<file path="src/rtl/fifo_fsm_ctrl_pkg.sv">
// fifo_fsm_ctrl_pkg: shared definitions for the FIFO controller.
//   - size defaults (DATA_W/ADDR_W/DEPTH)
//   - FSM state encodings, kept as plain 2-bit constants so they match
//     the legacy encoding used elsewhere (CLR=0, IDLE=1, WRITE=2, READ=3)
//   - last_op encoding used by the write/read contention arbiter
//   - RAM control pin bundle
package fifo_fsm_ctrl_pkg;

  localparam int DATA_W_DEF = 8;
  localparam int ADDR_W_DEF = 5;
  localparam int DEPTH_DEF  = 32;

  localparam logic [1:0] ST_CLR   = 2'd0;
  localparam logic [1:0] ST_IDLE  = 2'd1;
  localparam logic [1:0] ST_WRITE = 2'd2;
  localparam logic [1:0] ST_READ  = 2'd3;

  localparam logic OP_READ  = 1'b0;
  localparam logic OP_WRITE = 1'b1;

  // RAM control pins; clear is active-low on the RAM side.
  typedef struct packed {
    logic ce;
    logic clear;
    logic wr_rd;
    logic oe;
  } ram_ctl_t;

endpackage

</file>
<file path="src/rtl/fifo_fsm_ctrl_ptr_cnt.sv">
// fifo_ptr_cnt: write/read pointers and occupancy count for the FIFO.
//   clk    : clock
//   rst_n  : synchronous active-low reset
//   inc_w  : advance write pointer, count+1
//   inc_r  : advance read pointer, count-1
//   zero   : synchronous clear of pointers and count (flush)
//   wptr/rptr : RAM addresses, wrap naturally mod 2**ADDR_W
//   count  : words stored, 0..DEPTH
//   full/empty : decoded from the registered count
module fifo_ptr_cnt #(
  parameter int ADDR_W = 5,
  parameter int DEPTH  = 32
) (
  input  logic              clk,
  input  logic              rst_n,
  input  logic              inc_w,
  input  logic              inc_r,
  input  logic              zero,
  output logic [ADDR_W-1:0] wptr,
  output logic [ADDR_W-1:0] rptr,
  output logic [ADDR_W:0]   count,
  output logic              full,
  output logic              empty
);

  always_ff @(posedge clk) begin
    if (!rst_n || zero) begin
      wptr  <= '0;
      rptr  <= '0;
      count <= '0;
    end else begin
      if (inc_w) wptr <= wptr + 1'b1;
      if (inc_r) rptr <= rptr + 1'b1;
      // The FSM never issues both in one cycle; if it did, count holds.
      if (inc_w && !inc_r)      count <= count + 1'b1;
      else if (inc_r && !inc_w) count <= count - 1'b1;
    end
  end

  assign full  = (count == (ADDR_W+1)'(DEPTH));
  assign empty = (count == '0);

endmodule

</file>
<file path="src/rtl/fifo_fsm_ctrl.sv">
// fifo_fsm_ctrl: FSM that runs a single-port 32x8 RAM as a FIFO queue.
//   clk, Clear (sync active-low reset), flush
//   wr_req/wr_data -> wr_ack/wr_err ; rd_req -> rd_ack/rd_err
//   rd_data/rd_valid : popped word, valid for one cycle
//   full/empty/count : occupancy status
//   ram_* : RAM address, write/read, oe, ce, clear (active-low), wdata,
//           and the RAM's asynchronous read data back in ram_rdata
// Every op takes two cycles: an IDLE decision cycle and a WRITE/READ
// access cycle.
module fifo_fsm_ctrl
  import fifo_fsm_ctrl_pkg::*;
#(
  parameter int DATA_W = DATA_W_DEF,
  parameter int ADDR_W = ADDR_W_DEF,
  parameter int DEPTH  = DEPTH_DEF
) (
  input  logic              clk,
  input  logic              Clear,
  input  logic              flush,
  input  logic              wr_req,
  input  logic [DATA_W-1:0] wr_data,
  input  logic              rd_req,
  output logic              wr_ack,
  output logic              rd_ack,
  output logic              wr_err,
  output logic              rd_err,
  output logic [DATA_W-1:0] rd_data,
  output logic              rd_valid,
  output logic              full,
  output logic              empty,
  output logic [ADDR_W:0]   count,
  output logic [ADDR_W-1:0] ram_addr,
  output logic              ram_wr_rd,
  output logic              ram_oe,
  output logic              ram_ce,
  output logic              ram_clear,
  output logic [DATA_W-1:0] ram_wdata,
  input  logic [DATA_W-1:0] ram_rdata
);

  logic [1:0]        state;
  logic              last_op;
  logic [DATA_W-1:0] wbuf;
  logic [ADDR_W-1:0] wptr, rptr;
  logic              wr_ok, rd_ok, pick_w, pick_r;
  logic              inc_w, inc_r, zero;
  ram_ctl_t          ctl;

  assign wr_ok  = wr_req && !full;
  assign rd_ok  = rd_req && !empty;
  // On contention serve the opposite of the previous op.
  assign pick_w = wr_ok && (!rd_ok || last_op == OP_READ);
  assign pick_r = rd_ok && !pick_w;

  // Pointer updates land on the exit edge of the access state; Clear=0
  // at that edge aborts the op without touching the pointers.
  assign inc_w = (state == ST_WRITE) && Clear;
  assign inc_r = (state == ST_READ)  && Clear;
  assign zero  = (state == ST_IDLE)  && flush;

  fifo_ptr_cnt #(.ADDR_W(ADDR_W), .DEPTH(DEPTH)) u_ptr (
    .clk   (clk),
    .rst_n (Clear),
    .inc_w (inc_w),
    .inc_r (inc_r),
    .zero  (zero),
    .wptr  (wptr),
    .rptr  (rptr),
    .count (count),
    .full  (full),
    .empty (empty)
  );

  always_ff @(posedge clk) begin
    if (!Clear) begin
      state    <= ST_CLR;
      last_op  <= OP_READ;
      wbuf     <= '0;
      rd_data  <= '0;
      rd_valid <= 1'b0;
      wr_err   <= 1'b0;
      rd_err   <= 1'b0;
    end else begin
      rd_valid <= 1'b0;
      wr_err   <= 1'b0;
      rd_err   <= 1'b0;
      case (state)
        ST_CLR: state <= ST_IDLE;
        ST_IDLE: begin
          if (flush) begin
            state <= ST_CLR;
          end else begin
            if (pick_w) begin
              wbuf  <= wr_data;
              state <= ST_WRITE;
            end else if (pick_r) begin
              state <= ST_READ;
            end
            // A request that can't be eligible is rejected right away.
            wr_err <= wr_req && full;
            rd_err <= rd_req && empty;
          end
        end
        ST_WRITE: begin
          last_op <= OP_WRITE;
          state   <= ST_IDLE;
        end
        ST_READ: begin
          rd_data  <= ram_rdata;
          rd_valid <= 1'b1;
          last_op  <= OP_READ;
          state    <= ST_IDLE;
        end
        default: state <= ST_CLR;
      endcase
    end
  end

  // RAM pins and acks decode straight from the state register.
  always_comb begin
    ctl       = '{ce: 1'b0, clear: 1'b1, wr_rd: 1'b0, oe: 1'b0};
    ram_addr  = '0;
    ram_wdata = '0;
    wr_ack    = 1'b0;
    rd_ack    = 1'b0;
    case (state)
      ST_CLR: ctl = '{ce: 1'b1, clear: 1'b0, wr_rd: 1'b0, oe: 1'b0};
      ST_WRITE: begin
        ctl       = '{ce: 1'b1, clear: 1'b1, wr_rd: 1'b1, oe: 1'b0};
        ram_addr  = wptr;
        ram_wdata = wbuf;
        wr_ack    = 1'b1;
      end
      ST_READ: begin
        ctl      = '{ce: 1'b1, clear: 1'b1, wr_rd: 1'b0, oe: 1'b1};
        ram_addr = rptr;
        rd_ack   = 1'b1;
      end
      default: ;
    endcase
  end

  assign ram_ce    = ctl.ce;
  assign ram_clear = ctl.clear;
  assign ram_wr_rd = ctl.wr_rd;
  assign ram_oe    = ctl.oe;

endmodule

</file>
<file path="config.mk">
export PLATFORM = sky130hd
export DESIGN_NAME = fifo_fsm_ctrl
export DESIGN_NICKNAME = d
export VERILOG_FILES = /design/src/rtl/fifo_fsm_ctrl_pkg.sv /design/src/rtl/fifo_fsm_ctrl_ptr_cnt.sv /design/src/rtl/fifo_fsm_ctrl.sv
export SDC_FILE = /design/constraint.sdc
export NUM_CORES = 1
export LEC_CHECK = 0
export ABC_AREA = 1
export CAP_MARGIN = 5
export CORE_UTILIZATION = 42
export CTS_CLUSTER_DIAMETER = 30
export CTS_CLUSTER_SIZE = 8
export DETAILED_ROUTE_END_ITERATION = 7
export PLACE_DENSITY_LB_ADDON = 0.05
export SLEW_MARGIN = 20
export SYNTH_ARGS = -nofsm -noshare
export SYNTH_HDL_FRONTEND = slang
export SYNTH_SLANG_ARGS = --single-unit
</file>
<file path="constraint.sdc">
create_clock -name clk -period 2 [get_ports clk]
set_clock_uncertainty 0.15 [all_clocks]
set_input_delay 0.4 -clock clk [delete_from_list [all_inputs] [get_ports clk]]
set_output_delay 0.4 -clock clk [all_outputs]
set_load 0.1 [all_outputs]
</file>
==> out/results.ini <==
[detailed_routing]
viasPerCell=4.952
vias=1961
drt_iter0_markers=114
drcViolationCount=0
drt-total-wl_mm=5.233
drt_pass1_iterations=4
final_antenna_net_count=0
wl_met2_mm=2.654
wirelength_met1_mm=2.095
wl_per_cell_um=13.21
wl_met3_um=362
highest_layer=met4

[sta]
timing.final.max_slew_violations=0
setup-tns-final_ns=0
setup_ws_ns=0.02061
rsz0062_at_grt=yes
finalSetupViolCount=0
period_needed_ns=1.979
holdWs_ns=0.3519
worst_slew_pin_slew_ns=0.3455
max_freq_ghz=0.5052
slew_headroom_pct=76.79
hold_viol_final=0
post-route-period-util_pct=98.97

[power]
clkPwrFrac_pct=30.6
p_int_mw=1.242
seq_power_share_pct=43.3
ir_drop_v=0.0004831
power.switching_mw=0.5974
combPwrFrac_pct=26.1
p_leak_nw=1.435
p_per_area_nw_per_um2=548.7
swShare_pct=32.48

[floorplan]
die_w_um=68.96
start_util_pct=45.44
rows=23
io_pins=59
dieArea_um2=4755
die-height_um=68.96
core_area_um2=4144

[global_route]
grt_max_degree=17
track_usage_pct=21.68
grt_pass1_wl_mm=7.431
antenna_found_initial=0
grt_pass1_vias=1705
gr-total-overflow=0

[final_layout]
area.sequential_um2=785.8
syn2layout_area_growth_pct=78.01
fillerInstances=263
multi_input_area_um2=1101
antenna_cells=0
drive_gt1_share_pct=35.55
nets=374

[yosys]
synth.ff_latch_count=38
avgSynthCellArea_um2=7.106
post-synth-top-area-fraction_pct=40.40
yosysWarnings=0
synth_cell_types=28
synth_area_leaders=dfxtp_1 40%, nor2_1 11%, nand2_1 9.6%, inv_1 8.0%, o21ai_0 5.6%
syn_nets=294
netlist_area_um2=1883
yosysTopAreaCell=dfxtp_1
seq_area_frac_synth_pct=40.40
syn-instance-count=265

[clocking]
cts_buffer_depth=2
path_clk_slew_ns=0.07
root_buffer=clkbuf_8
cts_inserted_buffers=5
h-tree-depth=2
cts.sinks=38
cts_tree=yes
worstSkewPairLatency_ns=0.29
holdBufCountCts=0

[setup_path]
cpMaxStageDelayCell=dfxtp_2
worstSetupEndpointType=output pin
path_delay_family=buffers and inverters
worst-path-buf-inv=4
path_class=reg2out
required_ns=1.45
crit_path_max_incr_delay_ns=0.34
reg2regPathDepth=12
worst_setup_path_start_kind=register
cp_common_cell=buf_12
cp_max_fo=4
crit_chain=inv_2 > nand2_4 > buf_12 > buf_4 > o22ai_4 > buf_12
crit_arrival_ns=1.43
cp.depth=6

[placement]
post-dp-hpwl_mm=3.350
port-buffer-count=58
routabilityCongestion=0.9829
place_ws_ns=-0.5258

[job]
max_cap_violations=0

[min_path]
hold_class=reg2reg
min_path_cells=1

[status]
outcome=complete, no violations

## routing by layer
metal | vias up | global-route usage [%]
met5 | - | 0
met4 | 0 | 6.378
met3 | 12 | 7.401
met2 | 83 | 37.38
met1 | 885 | 25.15
li1 | 981 | -
## logic make-up (layout without fill, tap and decap cells)
logic type	count (synthesis)	count (layout)	share of synthesized area, %
compound gates	41	41	11.10
xor+xnor	4	4	1.861
simple gates	126	126	30.63
fa+ha+maj	8	8	5.714
buf+inv	48	129	10.30
flops	38	38	40.40
## worst register-to-register path: cells and delay by family, from the launching register on
family / cells / cell delay (ns)
flops: 1 / 0.34
buf+inv: 3 / 0.19
compound gates: 1 / 0.11
simple gates: 6 / 0.52
fa+ha+maj: 2 / 0.52
## timing repair
action / CTS / global route
setup endpoints to repair: 7 / 17
resized for setup: 10 / 18
pin swaps: 0 / 7
setup buffers: 2 / 3
## power by group through the flow
stage,clock network [mW],logic (mW),registers [mW]
6_report,0.563,0.479,0.797
5_1_grt,0.617,0.508,0.800
4_1_cts,0.574,0.461,0.796
3_5_place_dp,0,0.449,0.813
3_3_place_gp,0,0.444,0.812
2_1_floorplan,0,0.214,0.871
## area by class of cell
class / instances / area share, %
inverters: 42 / 4.965
clock buffers: 6 / 2.464
clock inverters: 2 / 0.3359
repair buffers: 79 / 34.08
flip-flops and latches: 38 / 23.44
well taps: 50 / 1.866
multi-input cells: 179 / 32.85
## through the flow
step	cell area [µm²]	total power, mW	utilization (%)	instances
after floorplan	1966	1.085	-	265
after global placement	3073	1.256	74.15	383
after detailed placement	3073	1.261	74.15	383
after CTS	3248	1.831	78.38	393
after global routing	3352	1.925	80.89	396
final	3352	1.839	80.89	396
## placed cells by master, fill, tap and decap left out, types with 2 or more instances in the layout
master and n:
nand3_1 4, ha_1 2, o21ai_1 2, o22ai_4 3
xnor2_1 3, inv_1 37, clkbuf_8 6, nor2_2 11
dfxtp_1 30, nand3_2 3, o21ai_0 18, nor3_1 2
nor3_2 2, nor2_4 3, dfxtp_4 6, ha_4 5
dfxtp_2 2, inv_2 3, buf_4 19, clkdlybuf4s50_1 19
nand2_2 8, buf_12 40, a21oi_1 15, nand2_1 43
nor2_1 45
## cell usage after synthesis (all sizes together)
master and instances:
buf 4, or2 1, and3 1, nand3 8, a21oi 16, clkbuf 2
fa 1, dfxtp 38, nand2 52, nor2 60, o22ai 3, xnor2 3
xor2 1, o21ai 22, inv 42, ha 7, nor3 4
## flip-flops by register name (all words and copies together), names as in the netlist
signal / flops
last_op: 1
rd_data: 8
rd_err: 1
rd_valid: 1
state: 2
u_ptr.count: 6
u_ptr.rptr: 5
u_ptr.wptr: 5
wbuf: 8
wr_err: 1
## final timing paths
check,from,end,slack [ns]
worst max-delay path,state[0]$_SDFFE_PN0P_,ram_addr[3],0.02
worst min-delay path,u_ptr.rptr[0]$_SDFFE_PP0P_,u_ptr.rptr[0]$_SDFFE_PP0P_,0.35
worst max register to register,state[0]$_SDFFE_PN0P_,u_ptr.count[4]$_SDFFE_PP0P_,0.07
worst min register to register,u_ptr.rptr[0]$_SDFFE_PP0P_,u_ptr.rptr[0]$_SDFFE_PP0P_,0.35
Note: power is estimated with default switching activity, not from simulation.
